**src/rtl/parity_frame_rx_if.sv**
```systemverilog
// Serial-line bundle for the parity frame receiver: bit strobe and line in, word and status out.
interface parity_frame_rx_if #(
  parameter int unsigned DATA_W = 8
);
  logic              bit_en;
  logic              sin;
  logic [DATA_W-1:0] data_out;
  logic              data_valid;
  logic              parity_err;
  logic              frame_err;
  logic              busy;

  modport master (
    output bit_en, sin,
    input  data_out, data_valid, parity_err, frame_err, busy
  );

  modport slave (
    input  bit_en, sin,
    output data_out, data_valid, parity_err, frame_err, busy
  );
endinterface

```
**src/rtl/parity_frame_rx.sv**
```systemverilog
// Bit-strobed serial frame receiver: start, DATA_W data bits LSB first, parity, stop.
// Delivers each word with a one-cycle valid pulse plus parity and framing error flags.
module parity_frame_rx #(
  parameter int unsigned DATA_W     = 8,
  parameter bit          ODD_PARITY = 1'b0
) (
  input  logic               clk,
  input  logic               rst_n,
  parity_frame_rx_if.slave   bus
);

  localparam int unsigned CNT_W = (DATA_W > 1) ? $clog2(DATA_W) : 1;

  typedef enum logic [1:0] {
    S_IDLE   = 2'd0,
    S_DATA   = 2'd1,
    S_PARITY = 2'd2,
    S_STOP   = 2'd3
  } state_e;

  state_e              state_q, state_d;
  logic [CNT_W-1:0]    cnt_q, cnt_d;
  logic                acc_q, acc_d;
  logic [DATA_W-1:0]   shift_q, shift_d;
  logic                perr_q, perr_d;
  logic [DATA_W-1:0]   data_q, data_d;
  logic                valid_q, valid_d;
  logic                perr_out_q, perr_out_d;
  logic                ferr_q, ferr_d;
  logic                busy_q, busy_d;

  // State and output registers
  always_ff @(posedge clk or negedge rst_n) begin
    if (!rst_n) begin
      state_q    <= S_IDLE;
      cnt_q      <= '0;
      acc_q      <= 1'b0;
      shift_q    <= '0;
      perr_q     <= 1'b0;
      data_q     <= '0;
      valid_q    <= 1'b0;
      perr_out_q <= 1'b0;
      ferr_q     <= 1'b0;
      busy_q     <= 1'b0;
    end else begin
      state_q    <= state_d;
      cnt_q      <= cnt_d;
      acc_q      <= acc_d;
      shift_q    <= shift_d;
      perr_q     <= perr_d;
      data_q     <= data_d;
      valid_q    <= valid_d;
      perr_out_q <= perr_out_d;
      ferr_q     <= ferr_d;
      busy_q     <= busy_d;
    end
  end

  // Next-state and output logic; nothing advances without a bit strobe
  always_comb begin
    state_d    = state_q;
    cnt_d      = cnt_q;
    acc_d      = acc_q;
    shift_d    = shift_q;
    perr_d     = perr_q;
    data_d     = data_q;
    perr_out_d = perr_out_q;
    ferr_d     = ferr_q;
    valid_d    = 1'b0;

    if (bus.bit_en) begin
      unique case (state_q)
        S_IDLE: begin
          if (!bus.sin) begin
            state_d = S_DATA;
            cnt_d   = '0;
            acc_d   = 1'b0;
          end
        end
        S_DATA: begin
          shift_d[cnt_q] = bus.sin;
          acc_d          = acc_q ^ bus.sin;
          cnt_d          = cnt_q + CNT_W'(1);
          if (cnt_q == CNT_W'(DATA_W - 1)) begin
            state_d = S_PARITY;
          end
        end
        S_PARITY: begin
          perr_d  = acc_q ^ bus.sin ^ ODD_PARITY;
          state_d = S_STOP;
        end
        S_STOP: begin
          data_d     = shift_q;
          perr_out_d = perr_q;
          ferr_d     = ~bus.sin;
          valid_d    = 1'b1;
          state_d    = S_IDLE;
        end
        default: state_d = S_IDLE;
      endcase
    end

    busy_d = (state_d != S_IDLE);
  end

  assign bus.data_out   = data_q;
  assign bus.data_valid = valid_q;
  assign bus.parity_err = perr_out_q;
  assign bus.frame_err  = ferr_q;
  assign bus.busy       = busy_q;

endmodule
```
**src/flat_wrapper.sv**
```systemverilog
// flat-port wrapper written by rule: the top's interface ports become plain ports
module parity_frame_rx_flat 
#(
  parameter int unsigned DATA_W     = 8,
  parameter bit          ODD_PARITY = 1'b0
)
  (clk, rst_n, bus_bit_en, bus_sin, bus_data_out, bus_data_valid, bus_parity_err, bus_frame_err, bus_busy);
  parity_frame_rx_if #(.DATA_W(DATA_W)) bus_i ();
  input  logic clk;
  input  logic rst_n;
  input wire logic [$bits(bus_i.bit_en)-1:0] bus_bit_en;
  input wire logic [$bits(bus_i.sin)-1:0] bus_sin;
  output wire logic [$bits(bus_i.data_out)-1:0] bus_data_out;
  output wire logic [$bits(bus_i.data_valid)-1:0] bus_data_valid;
  output wire logic [$bits(bus_i.parity_err)-1:0] bus_parity_err;
  output wire logic [$bits(bus_i.frame_err)-1:0] bus_frame_err;
  output wire logic [$bits(bus_i.busy)-1:0] bus_busy;
  assign bus_i.bit_en = bus_bit_en;
  assign bus_i.sin = bus_sin;
  assign bus_data_out = bus_i.data_out;
  assign bus_data_valid = bus_i.data_valid;
  assign bus_parity_err = bus_i.parity_err;
  assign bus_frame_err = bus_i.frame_err;
  assign bus_busy = bus_i.busy;
  parity_frame_rx #(.DATA_W(DATA_W), .ODD_PARITY(ODD_PARITY)) u_core (.clk(clk), .rst_n(rst_n), .bus(bus_i));
endmodule
```
**config.mk**
```make
export PLATFORM = sky130hd
export DESIGN_NAME = parity_frame_rx_flat
export DESIGN_NICKNAME = d
export VERILOG_FILES = /design/src/rtl/parity_frame_rx_if.sv /design/src/rtl/parity_frame_rx.sv /design/src/flat_wrapper.sv
export SDC_FILE = /design/constraint.sdc
export NUM_CORES = 1
export LEC_CHECK = 0
export CAP_MARGIN = 10
export CELL_PAD_IN_SITES_DETAIL_PLACEMENT = 1
export CELL_PAD_IN_SITES_GLOBAL_PLACEMENT = 2
export CORE_UTILIZATION = 39
export DETAILED_ROUTE_END_ITERATION = 6
export PLACE_DENSITY = 0.78
export SYNTH_ARGS = -nofsm -noshare
export SYNTH_HDL_FRONTEND = slang
export SYNTH_SLANG_ARGS = --single-unit
```
**constraint.sdc**
```tcl
create_clock -name clk -period 3.4 [get_ports clk]
set_input_delay 0.34 -clock clk [delete_from_list [all_inputs] [get_ports clk]]
set_output_delay 0.34 -clock clk [all_outputs]
set_load 0.02 [all_outputs]
```
==> impl_metrics.env, run 1 <==
export IMPL_power_density_nw_per_um2=809.0
export IMPL_via_per_inst=5.541
export IMPL_ys_seq_elements=27
export IMPL_status="finished, final reports clean"
export IMPL_setup_viol=0
export IMPL_grt_usage=0.1459
export IMPL_p_clk_frac=0.119
export IMPL_crit_fanout=12
export IMPL_slew_violations=0
export IMPL_holdBufCountCts=0
export IMPL_crit_path_end_kind="flip-flop"
export IMPL_drt_wl_total_um=2112
export IMPL_fin_worst_skew_ps=1.294
export IMPL_nFillCells=303
export IMPL_start_kind="primary input"
export IMPL_yosys_area_top_type="dfrtp_1"
export IMPL_grt_max_degree=28
export IMPL_period_minus_slack_ps=1788
export IMPL_async_flop_share=1.000
export IMPL_fin_ws_ps=1612
export IMPL_post_cts_resized=0
export IMPL_die_w_um=57.93
export IMPL_layout_drive_gt1_share=0.2404
export IMPL_wl_per_cell_um=15.64
export IMPL_post_place_ws_ps=1244
export IMPL_tightest_slew_ps=558.6
export IMPL_avgSynthCellArea_um2=13.41
export IMPL_core_um2=2853
export IMPL_firstDrtPassIters=2
export IMPL_crit_arrival_ps=2000
export IMPL_ys_seq_area_frac=0.5538
export IMPL_post_cts_buffers=0
export IMPL_p_int_mw=0.7357
export IMPL_ys_flop_type="dfrtp_1"
export IMPL_yosys_area_top_type_share=0.5538
export IMPL_drc=0
export IMPL_p_comb_frac=0.379
export IMPL_grt_overflow_total=0
export IMPL_p_sw_mw=0.3898
export IMPL_netlist_instances=91
export IMPL_dieHeight_um=57.93
export IMPL_place_congestion=0.6784
export IMPL_hold_class="in -> async"
export IMPL_syn_num_nets=97
export IMPL_clock_latency_ps=310
export IMPL_nets=111
export IMPL_io_pin_count=16
export IMPL_ir_worst_vdd_mv=0.3695
export IMPL_r2r_start="u_core.state_q[0]$_DFF_PN0_"
export IMPL_pwr_share_seq=0.502
export IMPL_r2r_slack_ps=1770
export IMPL_yosysUniqueCellTypes=30
export IMPL_worst_r2r_endpoint="u_core.bus.data_out[0]$_DFFE_PN0P_"
export IMPL_num_rows=19
export IMPL_crit_type="in -> reg"
export IMPL_slew_headroom=0.6266
export IMPL_rsz0062_at_grt="no"
export IMPL_portBuffers=15
export IMPL_antenna_found_initial=0
export IMPL_antenna_cells=0
export IMPL_period_share=0.5259
export IMPL_numCtsBuffers=3
export IMPL_max_cap_violations=0
export IMPL_setup_tns_ps=0
export IMPL_clk_transition_reported_paths_ps=140
export IMPL_initial_core_util=0.4276
export IMPL_grt_pass1_wl_um=3732
export IMPL_hpwl_um=1489
export IMPL_holdWs_ps=374.4
export IMPL_r2r_worst_path_cells=2
export IMPL_yosys_warnings=0
export IMPL_vias=748
export IMPL_grt_pass1_vias=793
export IMPL_max_freq_ghz=0.5593
export IMPL_synth_area_um2=1220
export IMPL_cts_num_sinks=27
export IMPL_hold_viol_final=0
export IMPL_drt_initial_drc_count=8
export IMPL_max_clock_path_buffers=2
export IMPL_synth_edf_count=0
export IMPL_swShare=0.3463
export IMPL_clockRootBuffer="clkbuf_4"
export IMPL_die_area_um2=3356
export IMPL_htreeDepth=1
export IMPL_crit_required_ps=3620
export IMPL_cts_tree="yes"
export IMPL_ant_nets=0
export IMPL_area_delta_synth_final_pct=14.05
export IMPL_p_leak_nw=0.6477
export IMPL_synth_area_top_cells="dfrtp_1 55%, mux2_2 13%, mux2_4 3.7%"
[area by class of cell]
cell class                 count  area (um2)  area share
clock buffer                   3       22.52     0.01619
clock inverter                 1       5.005    0.003597
inverter                       3       11.26    0.008094
multi-input combinational     54       480.5      0.3453
sequential                    27       675.6      0.4856
tap                           31       38.79     0.02788
timing repair buffer          16       157.7      0.1133
[power groups by stage]
stage | combinational, mW | sequential (mW) | clock (mW)
after floorplan | 0.295 | 0.571 | 0
after global placement | 0.416 | 0.563 | 0
after detailed placement | 0.433 | 0.574 | 0
after CTS | 0.433 | 0.566 | 0.141
after global routing | 0.471 | 0.586 | 0.153
final | 0.426 | 0.565 | 0.134
[state kept, by name, summed over array words and instances, names as in the netlist]
name,count
u_core.acc_q,1
u_core.bus.busy,1
u_core.bus.data_out,8
u_core.bus.data_valid,1
u_core.bus.frame_err,1
u_core.bus.parity_err,1
u_core.cnt_q,3
u_core.perr_q,1
u_core.shift_q,8
u_core.state_q,2
[worst max-delay path, stage by stage]
cell	delay, ps
clkdlybuf4s50_1	720
nand3_1	490
mux2_2	440
[per-layer routing]
layer / part of all wire / wire length, um / global-route usage / vias to the layer above
met4: 0.0076 / 16 / 0.04082 / 0
met1: 0.48 / 1016 / 0.1957 / 384
met2: 0.49 / 1025 / 0.2463 / 10
met5: 0 / 0 / 0 / -
li1: - / - / - / 352
met3: 0.026 / 54 / 0.02232 / 2
[cell families (layout without fill, tap and decap cells)]
kind of cell	after synthesis	count (layout)	share of synthesized area
AOI/OAI and AO/OA	14	14	0.07898
xor gates and xnor gates	1	1	0.007181
adders and majority gates	2	2	0.02051
buffers and inverters	10	23	0.05230
DFF	27	27	0.5538
muxes	17	17	0.1662
and+or+nand+nor	20	20	0.1210
[per-stage QoR]
step / utilization / cell area, um2 / total power, mW / std cells
global route: 0.4877 / 1391 / 1.210 / 135
detailed placement: 0.4781 / 1364 / 1.006 / 131
CTS: 0.4877 / 1391 / 1.140 / 135
finish: 0.4877 / 1391 / 1.126 / 135
floorplan: - / 1220 / 0.8662 / 91
global placement: 0.4781 / 1364 / 0.9796 / 131
[synth_stat cells (all sizes together), types with 2 or more instances]
master  count
inv         3
buf         7
nand2       6
mux2       17
ha          2
o21ai       5
nand3b      3
nand3       2
dfrtp      27
nor3b       2
a32o        2
[worst max path at each step]
stage	start	to	cells after the start
2_1_floorplan	u_core.cnt_q[0]$_DFFE_PN0P_	u_core.bus.busy$_DFF_PN0_	5
3_3_place_gp	bus_bit_en	u_core.bus.data_out[5]$_DFFE_PN0P_	3
3_5_place_dp	bus_bit_en	u_core.bus.data_out[0]$_DFFE_PN0P_	3
4_1_cts	bus_bit_en	u_core.bus.data_out[0]$_DFFE_PN0P_	3
5_1_grt	bus_bit_en	u_core.bus.data_out[3]$_DFFE_PN0P_	3
6_report	bus_bit_en	u_core.bus.data_out[0]$_DFFE_PN0P_	3
[cells in the final DEF (no fill, tap or decap), types with 3 or more instances in the layout]
| master | n |
|---|---|
| clkbuf_4 | 3 |
| inv_1 | 3 |
| dfrtp_1 | 27 |
| mux2_4 | 3 |
| clkdlybuf4s50_1 | 15 |
| nand3b_1 | 3 |
| mux2_2 | 14 |
| nand2_1 | 6 |
| o21ai_0 | 5 |
Note: power is estimated with default switching activity, not from simulation.
==> run 2, diff against run 1 <==
Settings changed: CORE_UTILIZATION 39 to 37, PLACE_DENSITY 0.78 to 0.74.
Clock period 3.4 ns to 1.7 ns, I/O delays scaled along.
==> run 2 against run 1 <==
Compared with the run above:
- sequential cell count is the same
- global-route usage up 0.22 points
- design area increased by 4.6%
- utilization down 1.9 points
- critical path depth rose by 2
- via count rose by 1.9%
- non-clock buffer count is 6 higher
- first-iteration DRC count did not move
- critical endpoint is now u_core.bus.busy$_DFF_PN0_
- largest power group unchanged
- highest routed layer unchanged
==> impl_metrics.env, run 2 (synthesis gave the netlist of run 1 again) <==
export IMPL_p_comb_frac=0.391
export IMPL_hpwl_um=1537
export IMPL_power_density_nw_per_um2=1580
export IMPL_pwr_share_seq=0.484
export IMPL_die_area_um2=3531
export IMPL_period_share=0.8989
export IMPL_p_leak_nw=0.6717
export IMPL_area_delta_synth_final_pct=19.28
export IMPL_hold_viol_final=0
export IMPL_fin_worst_skew_ps=1.943
export IMPL_worst_r2r_endpoint="u_core.bus.busy$_DFF_PN0_"
export IMPL_antenna_cells=0
export IMPL_clock_latency_ps=330
export IMPL_worst_path_most_repeated_cell="ha_1"
export IMPL_layout_drive_gt1_share=0.2818
export IMPL_grt_pass1_wl_um=3774
export IMPL_ir_worst_vdd_mv=0.6305
export IMPL_rsz0062_at_grt="no"
export IMPL_firstDrtPassIters=4
export IMPL_vias=762
export IMPL_hold_class="in -> async"
export IMPL_max_freq_ghz=0.6544
export IMPL_cts_tree="yes"
export IMPL_start_kind="flip-flop"
export IMPL_max_cap_violations=0
export IMPL_critPathMaxStageDelay_ps=470
export IMPL_tightest_slew_ps=394.6
export IMPL_r2r_slack_ps=170
export IMPL_setup_viol=0
export IMPL_dieHeight_um=59.42
export IMPL_nFillCells=362
export IMPL_nets=117
export IMPL_crit_type="reg -> reg"
export IMPL_grt_pass1_vias=757
export IMPL_final_common_cell="dfrtp_1"
export IMPL_crit_required_ps=1930
export IMPL_initial_core_util=0.3931
export IMPL_drt_initial_drc_count=8
export IMPL_core_um2=3103
export IMPL_drt_wl_total_um=2180
export IMPL_htreeDepth=1
export IMPL_crit_fanout=4
export IMPL_via_per_inst=4.948
export IMPL_max_clock_path_buffers=2
export IMPL_die_w_um=59.42
export IMPL_cp_num_buf_inv=0
export IMPL_slew_violations=0
export IMPL_grt_overflow_total=0
export IMPL_io_pin_count=16
export IMPL_period_minus_slack_ps=1528
export IMPL_cts_num_sinks=27
export IMPL_post_cts_resized=0
export IMPL_ant_nets=0
export IMPL_drc=0
export IMPL_power_mw=2.300
export IMPL_r2r_start="u_core.cnt_q[0]$_DFFE_PN0P_"
export IMPL_holdBufCountCts=0
export IMPL_final_cell_mix="27 x dfrtp_1, 15 x clkdlybuf4s50_1, 14 x mux2_2"
export IMPL_slew_headroom=0.7342
export IMPL_wl_per_cell_um=14.16
export IMPL_r2r_worst_path_cells=5
export IMPL_place_congestion=0.7388
export IMPL_grt_usage=0.1481
export IMPL_critPathTopFamily="flip-flops"
export IMPL_crit_arrival_ps=1760
export IMPL_post_cts_buffers=0
export IMPL_clockRootBuffer="clkbuf_4"
export IMPL_p_clk_frac=0.125
export IMPL_clk_transition_reported_paths_ps=150
export IMPL_p_int_mw=1.499
export IMPL_portBuffers=15
export IMPL_swShare=0.3483
export IMPL_crit_path_end_kind="flip-flop"
export IMPL_num_rows=20
export IMPL_numCtsBuffers=3
export IMPL_status="finished, final reports clean"
export IMPL_cp_cell_sequence="ha_1 > ha_1 > nor2b_1 > mux2_2 > nand3b_1"
export IMPL_grt_max_degree=28
export IMPL_antenna_found_initial=0
export IMPL_p_sw_mw=0.8009
export IMPL_cp_slowest_cell="dfrtp_1"
export IMPL_setup_tns_ps=0
-- run 2: changes by cell type in the layout (fill, tap and decap cells not counted) --
cell,previous run,this run
clkinv_2,1,0
clkinvlp_4,0,1
buf_4,1,7
-- run 2: routing by layer --
layer | wire length (um) | vias up | track usage
met4 | 45 | 0 | 0.08163
met1 | 1106 | 381 | 0.2105
li1 | - | 362 | -
met3 | 62 | 4 | 0.02183
met2 | 965 | 15 | 0.2151
met5 | 0 | - | 0
-- run 2: worst max path at each step --
stage / from / end / cells after the start
after floorplan: u_core.cnt_q[0]$_DFFE_PN0P_ / u_core.bus.busy$_DFF_PN0_ / 5
after global placement: bus_bit_en / u_core.shift_q[5]$_DFFE_PN0P_ / 4
after detailed placement: bus_bit_en / u_core.shift_q[5]$_DFFE_PN0P_ / 4
after CTS: u_core.cnt_q[0]$_DFFE_PN0P_ / u_core.bus.busy$_DFF_PN0_ / 5
after global routing: u_core.cnt_q[0]$_DFFE_PN0P_ / u_core.bus.busy$_DFF_PN0_ / 5
final: u_core.cnt_q[0]$_DFFE_PN0P_ / u_core.bus.busy$_DFF_PN0_ / 5
-- run 2: metrics by stage --
stage	area, um2	std cells	setup WS (ps)	hold slack (ps)	util
detailed placement	1425	150	29.97	482.5	0.4593
global route	1455	154	73.13	220.8	0.4690
floorplan	1220	91	279.3	-125.6	-
finish	1455	154	171.9	196.7	0.4690
global placement	1425	150	47.44	462.5	0.4593
CTS	1455	154	169.7	202.2	0.4690
-- run 2: power by group through the flow --
stage          combinational (mW)  sequential [mW]  clock, mW
4_1_cts                     0.911             1.12      0.300
2_1_floorplan               0.591             1.14          0
6_report                    0.899             1.11      0.287
3_5_place_dp                0.908             1.14          0
3_3_place_gp                0.883             1.11          0
5_1_grt                     0.993             1.15      0.320
-- run 2: area by class of cell --
cell class | count | area (um2) | area share
clock inverter | 1 | 7.507 | 0.005159
tap | 44 | 55.05 | 0.03783
multi-input combinational | 54 | 480.5 | 0.3302
clock buffer | 3 | 22.52 | 0.01548
timing repair buffer | 22 | 202.7 | 0.1393
sequential | 27 | 675.6 | 0.4643
inverter | 3 | 11.26 | 0.007739
